<file path="src/rtl/button_conditioner.sv">
// rtl/button_conditioner.sv - two-channel pushbutton synchroniser, debouncer and press-pulse generator
module button_conditioner #(
  parameter int DEBOUNCE_CYCLES = 4,
  parameter int CNT_W           = 20
) (
  input  logic clk,
  input  logic reset,
  input  logic btn1_raw,
  input  logic btn2_raw,
  output logic P1,
  output logic P2,
  output logic lvl1,
  output logic lvl2
);

  typedef enum logic [1:0] {
    IDLE   = 2'd0,
    ARM    = 2'd1,
    HELD   = 2'd2,
    DISARM = 2'd3
  } state_t;

  localparam logic [CNT_W-1:0] CNT_LAST = CNT_W'(DEBOUNCE_CYCLES - 1);
  localparam logic [CNT_W-1:0] CNT_ONE  = CNT_W'(1);

  logic [1:0] raw;
  logic [1:0] sync_a_q;
  logic [1:0] sync_b_q;
  logic [1:0] pulse_w;
  logic [1:0] lvl_w;

  assign raw = {btn2_raw, btn1_raw};

  // Two-flop synchroniser per channel; only sync_b_q is seen by the FSMs
  always_ff @(posedge clk) begin
    if (!reset) begin
      sync_a_q <= 2'b00;
      sync_b_q <= 2'b00;
    end else begin
      sync_a_q <= raw;
      sync_b_q <= sync_a_q;
    end
  end

  for (genvar ch = 0; ch < 2; ch++) begin : g_ch
    state_t           state_q;
    logic [CNT_W-1:0] cnt_q;
    logic             pulse_q;
    logic             lvl_q;
    logic             s;

    assign s = sync_b_q[ch];

    // Debounce FSM: a level change is accepted only after DEBOUNCE_CYCLES
    // identical samples; the press pulse and level are registered with the state
    always_ff @(posedge clk) begin
      if (!reset) begin
        state_q <= IDLE;
        cnt_q   <= '0;
        pulse_q <= 1'b0;
        lvl_q   <= 1'b0;
      end else begin
        pulse_q <= 1'b0;
        case (state_q)
          IDLE: begin
            if (s) begin
              state_q <= ARM;
              cnt_q   <= CNT_ONE;
            end
          end
          ARM: begin
            if (!s) begin
              state_q <= IDLE;
              cnt_q   <= '0;
            end else if (cnt_q == CNT_LAST) begin
              state_q <= HELD;
              cnt_q   <= '0;
              pulse_q <= 1'b1;
              lvl_q   <= 1'b1;
            end else begin
              cnt_q <= cnt_q + CNT_ONE;
            end
          end
          HELD: begin
            if (!s) begin
              state_q <= DISARM;
              cnt_q   <= CNT_ONE;
            end
          end
          DISARM: begin
            if (s) begin
              state_q <= HELD;
              cnt_q   <= '0;
            end else if (cnt_q == CNT_LAST) begin
              state_q <= IDLE;
              cnt_q   <= '0;
              lvl_q   <= 1'b0;
            end else begin
              cnt_q <= cnt_q + CNT_ONE;
            end
          end
          default: begin
            state_q <= IDLE;
            cnt_q   <= '0;
            lvl_q   <= 1'b0;
          end
        endcase
      end
    end

    assign pulse_w[ch] = pulse_q;
    assign lvl_w[ch]   = lvl_q;
  end

  assign P1   = pulse_w[0];
  assign P2   = pulse_w[1];
  assign lvl1 = lvl_w[0];
  assign lvl2 = lvl_w[1];

endmodule

</file>
<file path="config.mk">
export PLATFORM = sky130hd
export DESIGN_NAME = button_conditioner
export DESIGN_NICKNAME = d
export VERILOG_FILES = /design/src/rtl/button_conditioner.sv
export SDC_FILE = /design/constraint.sdc
export NUM_CORES = 1
export LEC_CHECK = 0
export CORE_MARGIN = 3
export CORE_UTILIZATION = 35
export DETAILED_ROUTE_END_ITERATION = 12
export SYNTH_ARGS = -nofsm -noshare
export SYNTH_HDL_FRONTEND = slang
export SYNTH_SLANG_ARGS = --single-unit
</file>
<file path="constraint.sdc">
create_clock -name clk -period 2.4 [get_ports clk]
set_clock_uncertainty 0.1 [all_clocks]
set_input_delay 0.36 -clock clk [delete_from_list [all_inputs] [get_ports clk]]
set_output_delay 0.36 -clock clk [all_outputs]
set_load 0.02 [all_outputs]
</file>
# ---- Word level (Yosys, flattened, before mapping)
# Cells that the tools add are included.
dict set report totals {
  register_bits 52
  latch_bits 0
  ramBits 0
  romBits 0
  memories 0
}
dict set report classes {
  addsub 2
  mul 0
  div 0
  n_lt_le_gt_ge 0
  n_eq_ne 24
  shifts 0
  mux 38
  bitwise 0
  n_reduce_logical 12
}
# operator count
set ops {}
lappend ops {{20-bit two-way mux} 10}
lappend ops {{20-bit one-hot mux with 4 select lines} 2}
lappend ops {{20-bit by 1-bit adder with 20-bit output (second input constant)} 2}
lappend ops {{20-bit by 2-bit equality test with 1-bit output (second input constant)} 2}
lappend ops {{2-bit two-way mux} 12}
lappend ops {{2-bit != test (second input constant)} 12}
lappend ops {{2-bit one-hot mux with 4 select lines} 2}
lappend ops {{3-bit != test (second input constant)} 4}
lappend ops {{1-bit two-way mux} 10}
lappend ops {{5-bit AND reduction} 2}
lappend ops {{2-bit equality test (second input constant)} 4}
lappend ops {{4-bit AND reduction} 2}
lappend ops {{3-bit AND reduction} 2}
lappend ops {{2-bit by 1-bit equality test with 1-bit output (second input constant)} 2}
lappend ops {{2-bit zero test} 2}
lappend ops {{1-bit one-hot mux with 2 select lines} 2}
lappend ops {{2-bit AND reduction} 2}
lappend ops {{2-bit nonzero test} 2}

# ---- Logic depth before layout (Yosys ltp)
dict set report logic_depth {
  ltp_word 4
  ltp_mapped 7
  ltp_nobuf 6
}

# ---- Least setup slack after synthesis
# No wires, ideal clock.
dict set report synth_path {
  kind {register to register}
  from {register g_ch[1].cnt_q[0]}
  to {register g_ch[1].cnt_q[5]}
  t_arrival_ns 1.663
  required_ns 2.166
  setup_slack_ns 0.502
  stages_incl_launch_ff 8
  path_buffers 1
  synth_period_minus_slack_ns 1.898
  path_cell_list {dfxtp_1 ha_1 nor4b_1 nand4_1 o211a_1 buf_2 a21oi_1 o22ai_1}
}
dict set report synth_via {
  elab_chain_len 4
  word_cells_on_any_way 6
  cone_classes {add/sub: 1; eq/ne: 1; mux: 4}
}
# element line_no
set synth_rtl {}
lappend synth_rtl {{start: declaration} 47} ;# logic [CNT_W-1:0] cnt_q;
lappend synth_rtl {{start signal: assignment} 81} ;# cnt_q <= cnt_q + CNT_ONE;
lappend synth_rtl {{start signal: assignment} 99} ;# cnt_q <= cnt_q + CNT_ONE;
lappend synth_rtl {{20-bit by 1-bit adder with 20-bit output or 20-bit by 2-bit equality test with 1-bit output (tied branches)} --}
lappend synth_rtl {{20-bit two-way mux *} {75, 94}}
lappend synth_rtl {{20-bit two-way mux (on tied branches)} {91, 72}}
lappend synth_rtl {{20-bit one-hot mux with 4 select lines *} 64} ;# case (state_q)
# Mark *: on every way between the ends. The rest lies on a longest branch, timed or not.
# A chain may end at the register's enable or synchronous reset.

# ---- Worst setup path in the final report
dict set report layout_path {
  from {register g_ch[1].cnt_q[0]}
  to {register g_ch[1].cnt_q[19]}
}
# Same word-level chain as after synthesis.

==> impl_metrics.env <==
export IMPL_outcome="completed"
export IMPL_period_needed_ns=2.179
export IMPL_cp_startpoint="g_ch[1].cnt_q[0]$_SDFFE_PN0P_"
export IMPL_drive_gt1_share_pct=7.738
export IMPL_fillers=735
export IMPL_critical_path_top_delay_family="compound AO/OA/AOI/OAI gates"
export IMPL_cts_buffers=5
export IMPL_place_gp_congestion=0.8463
export IMPL_cp_data_required_time_ns=2.48
export IMPL_diodes=0
export IMPL_cts_hold_buf=0
export IMPL_io_pins=8
export IMPL_synth_most_common_cell="dfxtp_1"
export IMPL_synth_edff_count=0
export IMPL_grt_pass1_vias=2082
export IMPL_placedCellCount=428
export IMPL_power_density_nw_per_um2=485.8
export IMPL_synth_area_leaders="dfxtp_1 (39%), nand3_1 (5.8%), a21oi_1 (4.7%)"
export IMPL_grt_busiest_layer="met2"
export IMPL_dr_pass1_iters=4
export IMPL_insertion_delay_ns=0.31
export IMPL_rows=31
export IMPL_syn_num_nets=334
export IMPL_root_buffer="clkbuf_8"
export IMPL_grt_max_degree=28
export IMPL_hp_class="register to register"
export IMPL_overflow=0
export IMPL_avgSynthCellArea_um2=8.179
export IMPL_final_cells=435
export IMPL_wire_per_inst_um=13.37
export IMPL_maxCapViolations=0
export IMPL_endpoint_kind="register"
export IMPL_rsz0062_at_grt="no"
export IMPL_yosys_top_cells_count="dfxtp_1 (52), nand2_1 (32), nand3_1 (31)"
export IMPL_crit_slowest_cell="o211a_2"
export IMPL_io_buffers=7
export IMPL_worstReg2RegStart="g_ch[1].cnt_q[0]$_SDFFE_PN0P_"
export IMPL_synthCells=328
export IMPL_ys_seq_area_share_pct=38.81
export IMPL_leakagePower_nw=1.009
export IMPL_avgViaCountPerCell=5.545
export IMPL_ys_warn_count=0
export IMPL_cts_clk_slew_worst_paths_ns=0.09
export IMPL_place_hpwl_um=4153
export IMPL_tightest_slew_ns=0.5568
export IMPL_seq_area_um2=1041
export IMPL_synth_seq_cells=52
export IMPL_setup_viol=0
export IMPL_placed_area_um2=2854
export IMPL_fin_setup_tns_ns=0
export IMPL_die_area_um2=8751
export IMPL_path_cells="ha_1 > nor4b_1 > nand4_1 > o211a_2 > a41oi_1 > a31oi_1"
export IMPL_maxSlewViolCount=0
export IMPL_core_um2=7331
export IMPL_wirelength_um=5814
export IMPL_syn_to_final_growth_pct=9.422
export IMPL_htreeDepth=2
export IMPL_cts_buffer_depth=2
export IMPL_post_route_util_pct=40.04
export IMPL_detail_route_antenna_nets=0
export IMPL_synth_top_area_share_pct=38.81
export IMPL_relSlewSlack_pct=62.54
export IMPL_cts_num_sinks=52
export IMPL_vdd_drop_max_mv=0.4224
export IMPL_grt_use_total_pct=13.48
export IMPL_grtUsageMet1_pct=19.38
export IMPL_final_period_utilization_pct=90.80
export IMPL_yosys_most_used_dff="dfxtp_1"
export IMPL_crit_type="register to register"
export IMPL_initial_core_util_pct=36.59
export IMPL_ys_types=46
export IMPL_multiInputGateArea_um2=1499
export IMPL_cts_tree="done"
export IMPL_grt_pass1_wl_um=9660
export IMPL_grt_met2_usage_pct=20.49
export IMPL_max_stage_delay_ns=0.44
export IMPL_start_kind="register"
export IMPL_drt_iter0_drc=167
export IMPL_grtUsageMet3_pct=2.253
export IMPL_synthArstFlopShare_pct=0
export IMPL_fin_hold_ws_ns=0.3419
export IMPL_drc_errors=0
export IMPL_path_buf_inv=0
export IMPL_crit_arrival_ns=2.26
export IMPL_finalHoldViolations=0
export IMPL_final_cell_area_um2=2935
export IMPL_hp_start="sync_a_q[1]$_SDFF_PN0_"
export IMPL_num_vias=2412
export IMPL_nNetsFinal=342
export IMPL_yosys_area_top_type="dfxtp_1"
export IMPL_die_height_um=93.55
export IMPL_fmax_ghz=0.4589
export IMPL_syn_area_um2=2683
export IMPL_cp_max_fo=21
export IMPL_die_w_um=93.55
export IMPL_antenna_found_initial=0
## per-stage QoR
step | setup WS, ns | power [mW]
6_report | 0.2209 | 1.426
5_1_grt | 0.06563 | 1.495
4_1_cts | 0.1163 | 1.453
3_5_place_dp | 0.1410 | 0.9708
3_3_place_gp | 0.2298 | 0.9698
2_1_floorplan | 0.5022 | 0.9411
## cells in the final DEF (no fill, tap or decap), drive strengths merged, types with 2 or more instances in the layout
cell,count
a21oi,25
mux2i,4
and2,5
nand3,31
or4,3
dfxtp,52
inv,14
a22o,3
xnor2,4
o211ai,4
nor4b,4
a41oi,4
a31oi,18
buf,9
nor3,8
o21ai,13
or3,8
and4,3
a22oi,4
nand2b,3
a211oi,2
nor4,10
nand2,32
and3,12
clkbuf,5
o211a,2
ha,2
xor2,4
o2bb2ai,2
nand4,12
nor2,18
clkdlybuf4s50,7
## sequential cells by signal (all words and copies together) (netlist names), named ones only
| register | flops |
|---|---|
| P1 | 1 |
| g_ch.cnt_q | 40 |
| lvl1 | 1 |
| g_ch.state_q | 2 |
| lvl2 | 1 |
| P2 | 1 |
| sync_b_q | 2 |
| sync_a_q | 2 |
## report_power, final
| part | total [mW] | switching (mW) | internal [mW] |
|---|---|---|---|
| registers | 0.880 | 0.00903 | 0.871 |
| clock network | 0.475 | 0.277 | 0.198 |
| logic | 0.0708 | 0.0424 | 0.0284 |
## worst paths after layout
check / end / slack (ns) / cells after the start
max: g_ch[1].cnt_q[19]$_SDFFE_PN0P_ / 0.22 / 6
min: sync_b_q[1]$_SDFF_PN0_ / 0.34 / 1
max reg2reg: g_ch[1].cnt_q[19]$_SDFFE_PN0P_ / 0.22 / 6
min reg2reg: sync_b_q[1]$_SDFF_PN0_ / 0.34 / 1
## final cells by class
class / instances / area share [%]
Multi-Input combinational cell: 247 / 51.07
Clock inverter: 2 / 0.4263
Clock buffer: 5 / 2.344
Timing Repair Buffer: 16 / 4.689
Inverter: 14 / 1.790
Sequential cell: 52 / 35.46
Tap cell: 99 / 4.220
## cells by family after synthesis
| logic type | share of synthesized area, % |
|---|---|
| AO/OA/AOI/OAI | 19.64 |
| XOR/XNOR | 2.612 |
| adder cells (fa/ha/maj) | 0.9327 |
| buffers and inverters | 5.317 |
| flip-flops | 38.81 |
| multiplexers | 1.493 |
| AND/OR/NAND/NOR | 31.20 |
## per-layer routing
layer | vias to the layer above | part of all wire, %
met2 | 42 | 45
met4 | 0 | 1.2
met5 | - | 0
li1 | 1237 | -
met3 | 6 | 3.1
met1 | 1127 | 50
## worst register-to-register path, delay by kind of cell, from the launching register on
family | cells | cell delay (ns)
AO/OA/AOI/OAI | 3 | 0.77
adder cells (fa/ha/maj) | 1 | 0.24
AND/OR/NAND/NOR | 2 | 0.54
flip-flops | 1 | 0.41
## what timing repair did
action | in CTS | in global routing
endpoints found under the setup margin | 0 | 7
buffers inserted | 0 | 0
endpoints found under the hold margin | 0 | 0
gates resized for setup | 0 | 1
No activity file was read; power rests on OpenSTA's default activity.
